--- config.mk ---
export PLATFORM = sky130hd
export DESIGN_NAME = crop_scheduler
export DESIGN_NICKNAME = d
export VERILOG_FILES = /design/src/rtl/crop_scheduler.sv
export SDC_FILE = /design/constraint.sdc
export NUM_CORES = 1
export LEC_CHECK = 0
export ABC_AREA = 1
export CAP_MARGIN = 10
export CORE_MARGIN = 2
export CORE_UTILIZATION = 52
export CTS_CLUSTER_DIAMETER = 80
export DETAILED_ROUTE_END_ITERATION = 7
export PLACE_DENSITY = 0.87
export SYNTH_ARGS = -nofsm -noshare
export SYNTH_HDL_FRONTEND = slang
export SYNTH_SLANG_ARGS = --single-unit
--- constraint.sdc ---
create_clock -name clk -period 4.5 [get_ports clk]
set_input_delay 0.9 -clock clk [delete_from_list [all_inputs] [get_ports clk]]
set_output_delay 0.9 -clock clk [all_outputs]
set_load 0.005 [all_outputs]
--- src/rtl/crop_scheduler.sv ---
// Crop request scheduler: round-robin grant, bounds check and
// beat accounting for a single crop core.
module crop_scheduler #(
  parameter int NUM_REQ  = 4,
  parameter int IN_ROWS  = 40,
  parameter int IN_COLS  = 40,
  parameter int OUT_ROWS = 20,
  parameter int OUT_COLS = 20,
  parameter int COORD_W  = 8,
  localparam int IDX_W = (NUM_REQ > 1) ? $clog2(NUM_REQ) : 1
) (
  input  logic                       clk,
  input  logic                       reset,
  input  logic [NUM_REQ-1:0]         req_valid,
  output logic [NUM_REQ-1:0]         req_ready,
  input  logic [NUM_REQ*COORD_W-1:0] req_y1,
  input  logic [NUM_REQ*COORD_W-1:0] req_x1,
  output logic [COORD_W-1:0]         cfg_y1,
  output logic [COORD_W-1:0]         cfg_x1,
  output logic                       cfg_load,
  output logic                       in_gate,
  input  logic                       in_fire,
  input  logic                       out_fire,
  output logic                       busy,
  output logic                       done_valid,
  output logic [IDX_W-1:0]           done_id,
  output logic                       done_err,
  input  logic                       done_ready
);

  localparam int IN_TOT  = IN_ROWS * IN_COLS;
  localparam int OUT_TOT = OUT_ROWS * OUT_COLS;
  localparam int CNT_W   = $clog2(IN_TOT + 1);
  localparam int CW1     = COORD_W + 1;

  localparam logic [CNT_W-1:0] IN_TOT_C  = CNT_W'(IN_TOT);
  localparam logic [CNT_W-1:0] OUT_TOT_C = CNT_W'(OUT_TOT);
  localparam logic [IDX_W-1:0] LAST_IDX  = IDX_W'(NUM_REQ - 1);

  typedef enum logic [1:0] {
    IDLE,
    LOAD,
    RUN,
    DONE
  } state_t;

  state_t state, state_nxt;

  logic [IDX_W-1:0]   rr_ptr;
  logic [IDX_W-1:0]   grant;
  logic [IDX_W-1:0]   cand;
  logic               found;
  logic               accept;
  logic               oob;
  logic [COORD_W-1:0] y_sel;
  logic [COORD_W-1:0] x_sel;
  logic [CNT_W-1:0]   in_cnt;
  logic [CNT_W-1:0]   out_cnt;
  logic [IDX_W-1:0]   id_q;
  logic               err_q;

  // first valid requester at or after rr_ptr, wrapping
  always_comb begin
    grant = '0;
    cand  = '0;
    found = 1'b0;
    for (int i = 0; i < NUM_REQ; i++) begin
      cand = IDX_W'((int'(rr_ptr) + i) % NUM_REQ);
      if (!found && req_valid[cand]) begin
        found = 1'b1;
        grant = cand;
      end
    end
  end

  assign accept = found && (state == IDLE) && !reset;
  assign y_sel  = req_y1[grant*COORD_W +: COORD_W];
  assign x_sel  = req_x1[grant*COORD_W +: COORD_W];

  // one extra bit so x1=255 plus the window size cannot wrap
  assign oob =
    (({1'b0, y_sel} + CW1'(OUT_ROWS)) > CW1'(IN_ROWS)) ||
    (({1'b0, x_sel} + CW1'(OUT_COLS)) > CW1'(IN_COLS));

  assign req_ready = accept ? (NUM_REQ'(1) << grant) : '0;

  always_comb begin
    state_nxt = state;
    unique case (state)
      IDLE: if (accept) state_nxt = oob ? DONE : LOAD;
      LOAD: state_nxt = RUN;
      RUN:
        if (in_cnt == IN_TOT_C && out_cnt == OUT_TOT_C)
          state_nxt = DONE;
      DONE: if (done_ready) state_nxt = IDLE;
      default: state_nxt = IDLE;
    endcase
  end

  always_ff @(posedge clk) begin
    if (reset) begin
      state   <= IDLE;
      rr_ptr  <= '0;
      in_cnt  <= '0;
      out_cnt <= '0;
      cfg_y1  <= '0;
      cfg_x1  <= '0;
      id_q    <= '0;
      err_q   <= 1'b0;
    end else begin
      state <= state_nxt;
      if (accept) begin
        rr_ptr <= (grant == LAST_IDX) ? '0 : grant + 1'b1;
        cfg_y1 <= y_sel;
        cfg_x1 <= x_sel;
        id_q   <= grant;
        err_q  <= oob;
      end
      if (state == LOAD) begin
        in_cnt  <= '0;
        out_cnt <= '0;
      end else if (state == RUN) begin
        if (in_fire && in_gate)
          in_cnt <= in_cnt + 1'b1;
        if (out_fire && out_cnt < OUT_TOT_C)
          out_cnt <= out_cnt + 1'b1;
      end
    end
  end

  assign cfg_load   = (state == LOAD);
  assign in_gate    = (state == RUN) && (in_cnt < IN_TOT_C);
  assign busy       = (state != IDLE);
  assign done_valid = (state == DONE);
  assign done_id    = id_q;
  assign done_err   = err_q;

endmodule
* Word-level counts from Yosys, hierarchy flattened
Index checks and enable logic that the tools add are counted.
** Storage, ports and cells
- Logic and storage cells :: 79
- Input port bits :: 73
- Bits in registers :: 45
- Output and inout bits :: 27
** Operators by class
- Magnitude comparators :: 8
- Shift operators :: 3
- Add/subtract/negate cells :: 8
- Muxes and demuxes :: 23
- Reductions and logical operators :: 20
- Eq/ne operators :: 9
** Operators by type and width (number)
- variable part select 32 x 6 -> 8 bit :: 2
- adder 11 x 1 -> 11 bit, second input constant :: 2
- adder 8 x 5 -> 9 bit, second input constant :: 2
- greater-than comparator 9 x 6 -> 1 bit, second input constant :: 2
- two-way mux 2 bit :: 9
- less-than comparator 2 x 3 -> 1 bit, second input constant :: 4
- == test 11 bit, second input constant :: 1
- == test 11 x 9 -> 1 bit, second input constant :: 1
- less-than comparator 11 bit, second input constant :: 1
- less-than comparator 11 x 9 -> 1 bit, second input constant :: 1
- logical AND 1 bit :: 9
- binary-select mux 1 bit (select 2 bit) :: 4
- two-way mux 1 bit :: 8
- one-hot mux 2 bit (4 select lines) :: 1
- == test 2 bit, second input constant :: 3
- adder 2 x 1 -> 2 bit, second input constant :: 2
- adder 2 bit, second input constant :: 2
- logical NOT 1 bit :: 4
- two-way mux 4 bit :: 1
- != test 2 bit, second input constant :: 2
- AND reduction 2 bit :: 2
- left shift 1 x 2 -> 4 bit, first input constant :: 1
- AND reduction 3 bit :: 1
- == test 2 x 1 -> 1 bit, second input constant :: 1
- other kinds (5) :: 5

* Longest topological paths before layout
- Word-level depth :: 19
- Gate-level depth with buffers :: 21

* Worst setup path after synthesis
Ideal clock, no wire load.
- Path kind :: input port to output port
- From :: in req_valid[3]
- To :: out req_ready[0]
- Required time :: 3.600 ns
- Data arrival time :: 2.166 ns
- Setup slack :: 1.434 ns
- Path buffers :: 2
- Stages :: 12
- Cell sequence :: inv_1 nand2_1 nand3_1 nand2_2 nor2_8 nand3_4 buf_6 nand2_2 nor2_4 inv_2 clkbuf_1 nor2_1
** On the way
- Word-level cells in the longest chain between the ends :: 15
** RTL lines
- start: declaration :: RTL line 14 : input logic [NUM_REQ-1:0] req_valid,
- binary-select mux 1 bit (select 2 bit) :: RTL line 69 : if (!found && req_valid[cand]) begin
- two-way mux 1 bit (not written as such) :: RTL line 69
- two-way mux 1 bit :: RTL line 69
- logical NOT 1 bit :: RTL line 69
- logical AND 1 bit :: RTL line 69
- two-way mux 1 bit :: RTL line 69
- logical NOT 1 bit :: RTL line 69
- logical AND 1 bit :: RTL line 69
- two-way mux 1 bit :: RTL line 69
- logical NOT 1 bit :: RTL line 69
- logical AND 1 bit :: RTL line 69
- two-way mux 1 bit :: RTL line 69
- logical AND 1 bit (2 in a row) :: RTL line 76 : assign accept = found && (state == IDLE) && !reset;
- two-way mux 4 bit (*) :: RTL line 85 : assign req_ready = accept ? (NUM_REQ'(1) << grant) : '0;
- end: declaration :: RTL line 15 : output logic [NUM_REQ-1:0] req_ready,
Every way passes the cells marked *; elsewhere a longest branch is shown, timed or not. The select of a mux whose other input is x is not followed.

* Worst setup path in the final report
- From :: in req_valid[1]
- To :: out req_ready[1]
** RTL lines
- binary-select mux 1 bit (select 2 bit) :: RTL line 69
- two-way mux 1 bit (not written as such) :: RTL line 69
- two-way mux 1 bit :: RTL line 69
- logical NOT 1 bit :: RTL line 69
- logical AND 1 bit :: RTL line 69
- two-way mux 1 bit :: RTL line 69
- logical NOT 1 bit :: RTL line 69
- logical AND 1 bit :: RTL line 69
- two-way mux 1 bit :: RTL line 69
- logical NOT 1 bit :: RTL line 69
- logical AND 1 bit :: RTL line 69
- two-way mux 2 bit (*) :: RTL line 69
- net grant[0] :: RTL line 50 : logic [IDX_W-1:0] grant;
- left shift 1 x 2 -> 4 bit (*) :: RTL line 85
- two-way mux 4 bit (*) :: RTL line 85
Mark *: on every way through the listed nets, which the timed path passes. The rest lies on a longest branch. The select of a mux whose other input is x is not followed.

==> impl_metrics.csv <==
group,metric,value,unit
sta,rsz0062_at_grt,"false",
power,leakage,2.06,nW
synth,synth_area_per_cell,6.53,sq um
clocking,postCtsSetupBuffers,0,
clocking,clk_pin_slew,0.09,ns
clocking,worstSkewPairLatency,0.31,ns
sta,worst_clock_skew,0.00783,ns
clocking,post_cts_resized,0,
global_routing,antenna_found_initial,0,
global_routing,grt_pass1_wl,14900,microns
layout,fillers,520,
placement,io_buffers,99,
critical_path,startpoint_type,"input pin",
global_routing,grt_usage,24.9,%
clocking,holdBufCountCts,0,
detailed_routing,detail-route-antenna-nets,0,
critical_path,required,3.60,ns
floorplanning,rows,29,
synth,synth_top_family_by_area,"simple AND/OR/NAND/NOR gates",
synth,synth_simple_gate_area_share,39.6,%
layout,area_growth,33.5,%
critical_path,critPathSlowestCell,"clkdlybuf4s50_1",
synth,synth_common_cells,"nand2_1 (105), inv_1 (95), nand3_1 (53)",
outcome,status,"finished, final reports clean",
sta,max_freq,0.246,GHz
clocking,clock_tree.buffer_depth,2,
synth,synthesis.area,3320,sq um
synth,ys_types,35,
global_routing,grt_max_degree,30,
floorplanning,die_w,83.9,microns
critical_path,cp_num_buf_inv,6,
power,internal_power,1.52,mW
hold_path,holdCritPathClass,"register to register",
clocking,cts_tree,"yes",
critical_path,crit_path_end_kind,"primary output",
critical_path,reg2regPathDepth,17,
sta,fin_tns_setup,0,ns
detailed_routing,drc_errors,0,
critical_path,path_depth,14,
synth,syn_nets,596,
clocking,cts.sinks,45,
floorplanning,core,6240,sq um
synth,synth.area.top_cells,"dfxtp_1 (27%), nand2_1 (12%), inv_1 (11%)",
critical_path,max_stage_delay,0.50,ns
critical_path,critPathKind,"input pin to primary output",
synth,yosysTopAreaCell,"dfxtp_1",
detailed_routing,via_per_inst,5.38,
sta,tightest_slew,0.501,ns
sta,hold_viol,0,
layout,multi_input_area,1850,sq um
synth,ys_seq_area_share,27.2,%
placement,dp_hpwl,6720,microns
placement,place_congestion,0.908,
critical_path,cp_common_cell,"inv_1",
power,switching_share,51.2,%
floorplanning,chipHeight,83.9,microns
synth,synth-xor-area-share,0,%
sta,maxSlewViolCount,0,
power,clockPowerShare,12.0,%
global_routing,overflow,0,
synth,synth-edff-count,0,
synth,ys_warn_count,0,
floorplanning,io_pins,100,
critical_path,worstPathCellList,"clkdlybuf4s50_1 -> inv_1 -> nand2_1 -> nand3_1 -> nand2_2 -> inv_2 -> nand2_1 -> nand2_2 -> nand3_4 -> inv_1 -> ha_1 -> inv_1 -> nor2_1 -> clkdlybuf4s50_1",
layout,final_layout_size_suffix_gt1_share,7.99,%
detailed_routing,drtPass1Iterations,5,
critical_path,crit_family,"buffers and inverters",
synth,netlist_instances,508,
sta,setup_slack,0.435,ns
critical_path,cp_max_fo,17,
synth,synth.mux.area_fraction,0,%
hold_path,hold-path-cell-count,2,
power,power_density,701,nW/um^2
synth,synthFlopType,"dfxtp_1",
clocking,htree_levels,2,
power,p_sw,1.59,mW
sta,setup_violations,0,
detailed_routing,first_iter_violations,148,
detailed_routing,wl_per_cell,12.9,microns
detailed_routing,wl,8740,microns
detailed_routing,num_vias,3646,
layout,diodes,0,
synth,synth_top_cell_area_share,27.2,%
placement,dp_slack,0.448,ns
synth,synth-seq-cells,45,
clocking,cts_root_buf,"clkbuf_8",
power,power.share.sequential,18.0,%
critical_path,arrival,3.17,ns
clocking,numCtsBuffers,5,
synth,synth.most_common_cell,"nand2_1",
layout,fin_nets,688,
power,ir_drop,0.543,mV
floorplanning,start_util,53.1,%
synth,synth_compound_area_share,10.6,%
global_routing,grt_pass1_vias,3525,
synth,synth_fa_ha_area_share,5.66,%
job,cap_violations,0,
power,power_frac_comb,69.9,%
sta,fin_crit_sh,90.3,%
floorplanning,die-area,7030,sq um
sta,max_slew_margin,66.6,%
sta,period_minus_slack,4.07,ns
layout,seqCellArea,901,sq um
synth,async_reset_ff_share,0,%
-- flip-flops by register name (all words and copies together), names as in the netlist --
| signal | flops |
|---|---|
| done_id | 2 |
| cfg_x1 | 8 |
| in_cnt | 11 |
| cfg_y1 | 8 |
| rr_ptr | 2 |
| state | 2 |
| done_err | 1 |
| out_cnt | 11 |
-- worst reg2reg max path, stage by stage, from the launching register on --
cell and delay [ns]:
dfxtp_1 0.64, nand2_1 0.15, nand3_1 0.15, nand2_2 0.12, nor2_8 0.16, nand2_1 0.07
nand3_2 0.09, nand2_4 0.15, inv_4 0.11, buf_4 0.23, nand3_1 0.10, nand2_1 0.14
inv_1 0.08, ha_1 0.27, nand3b_1 0.19, nand4_1 0.11, nand2_1 0.07, a21oi_2 0.10
-- power groups by stage --
| stage | Clock [mW] | Sequential (mW) | Combinational [mW] |
|---|---|---|---|
| finish | 0.374 | 0.560 | 2.17 |
| global placement | 0 | 0.564 | 2.07 |
| floorplan | 0 | 0.545 | 1.64 |
| CTS | 0.375 | 0.557 | 2.16 |
| detailed placement | 0 | 0.563 | 2.14 |
| global route | 0.388 | 0.571 | 2.44 |
-- cell families (layout without fill, tap and decap cells) --
logic type,count (synthesis),count (layout)
AND/OR/NAND/NOR,260,260
buffers and inverters,124,217
AO/OA/AOI/OAI,64,64
flip-flops,45,45
adder cells (fa/ha/maj),15,15
-- area by class of cell --
class | instances | share of cell area [%]
inverter | 103 | 8.95
multi-input combinational | 339 | 41.9
sequential | 45 | 20.3
timing repair buffer | 106 | 23.6
tap | 77 | 2.18
clock buffer | 5 | 1.55
clock inverter | 3 | 1.55
-- stage by stage --
step / hold slack [ns] / util [%] / power, mW / cells / cell area, sq um
finish: 0.441 / 71.0 / 3.11 / 678 / 4430
global route: 0.462 / 71.0 / 3.40 / 678 / 4430
CTS: 0.442 / 71.0 / 3.09 / 678 / 4430
detailed placement: 0.429 / 68.8 / 2.70 / 670 / 4290
global placement: 0.425 / 68.8 / 2.63 / 670 / 4290
floorplan: 0.416 / - / 2.19 / 508 / 3320
-- per-layer routing --
metal | share of wire, % | wire (microns) | global-route usage [%]
met3 | 6.6 | 577 | 5.74
met1 | 44 | 3810 | 30.0
met5 | 0 | 0 | 0
met2 | 48 | 4200 | 43.2
met4 | 1.7 | 148 | 9.09
-- cell usage in the layout (no fill, tap or decap), types with 2 or more instances in the layout --
cell	n
a211oi_1	4
a21oi_1	16
a31oi_1	9
buf_4	7
bufinv_16	2
clkbuf_8	5
clkdlybuf4s50_1	99
dfxtp_1	45
ha_1	15
inv_1	95
inv_2	5
nand2_1	105
nand2_2	7
nand2_4	4
nand3_1	53
nand3_2	8
nand3_4	2
nand3b_1	2
nand4_1	34
nor2_1	29
nor2_2	2
nor3_1	7
nor3b_1	3
nor4_1	2
o21ai_0	31
-- path summary, 6_finish.rpt --
check | startpoint | endpoint | slack, ns
worst max-delay path | req_valid[1] | req_ready[1] | 0.43
worst min register to register | out_cnt[9] | out_cnt[9] | 0.44
worst min-delay path | out_cnt[9] | out_cnt[9] | 0.44
worst max register to register | rr_ptr[0] | state[1] | 1.52
(Power assumes the default switching activity.)
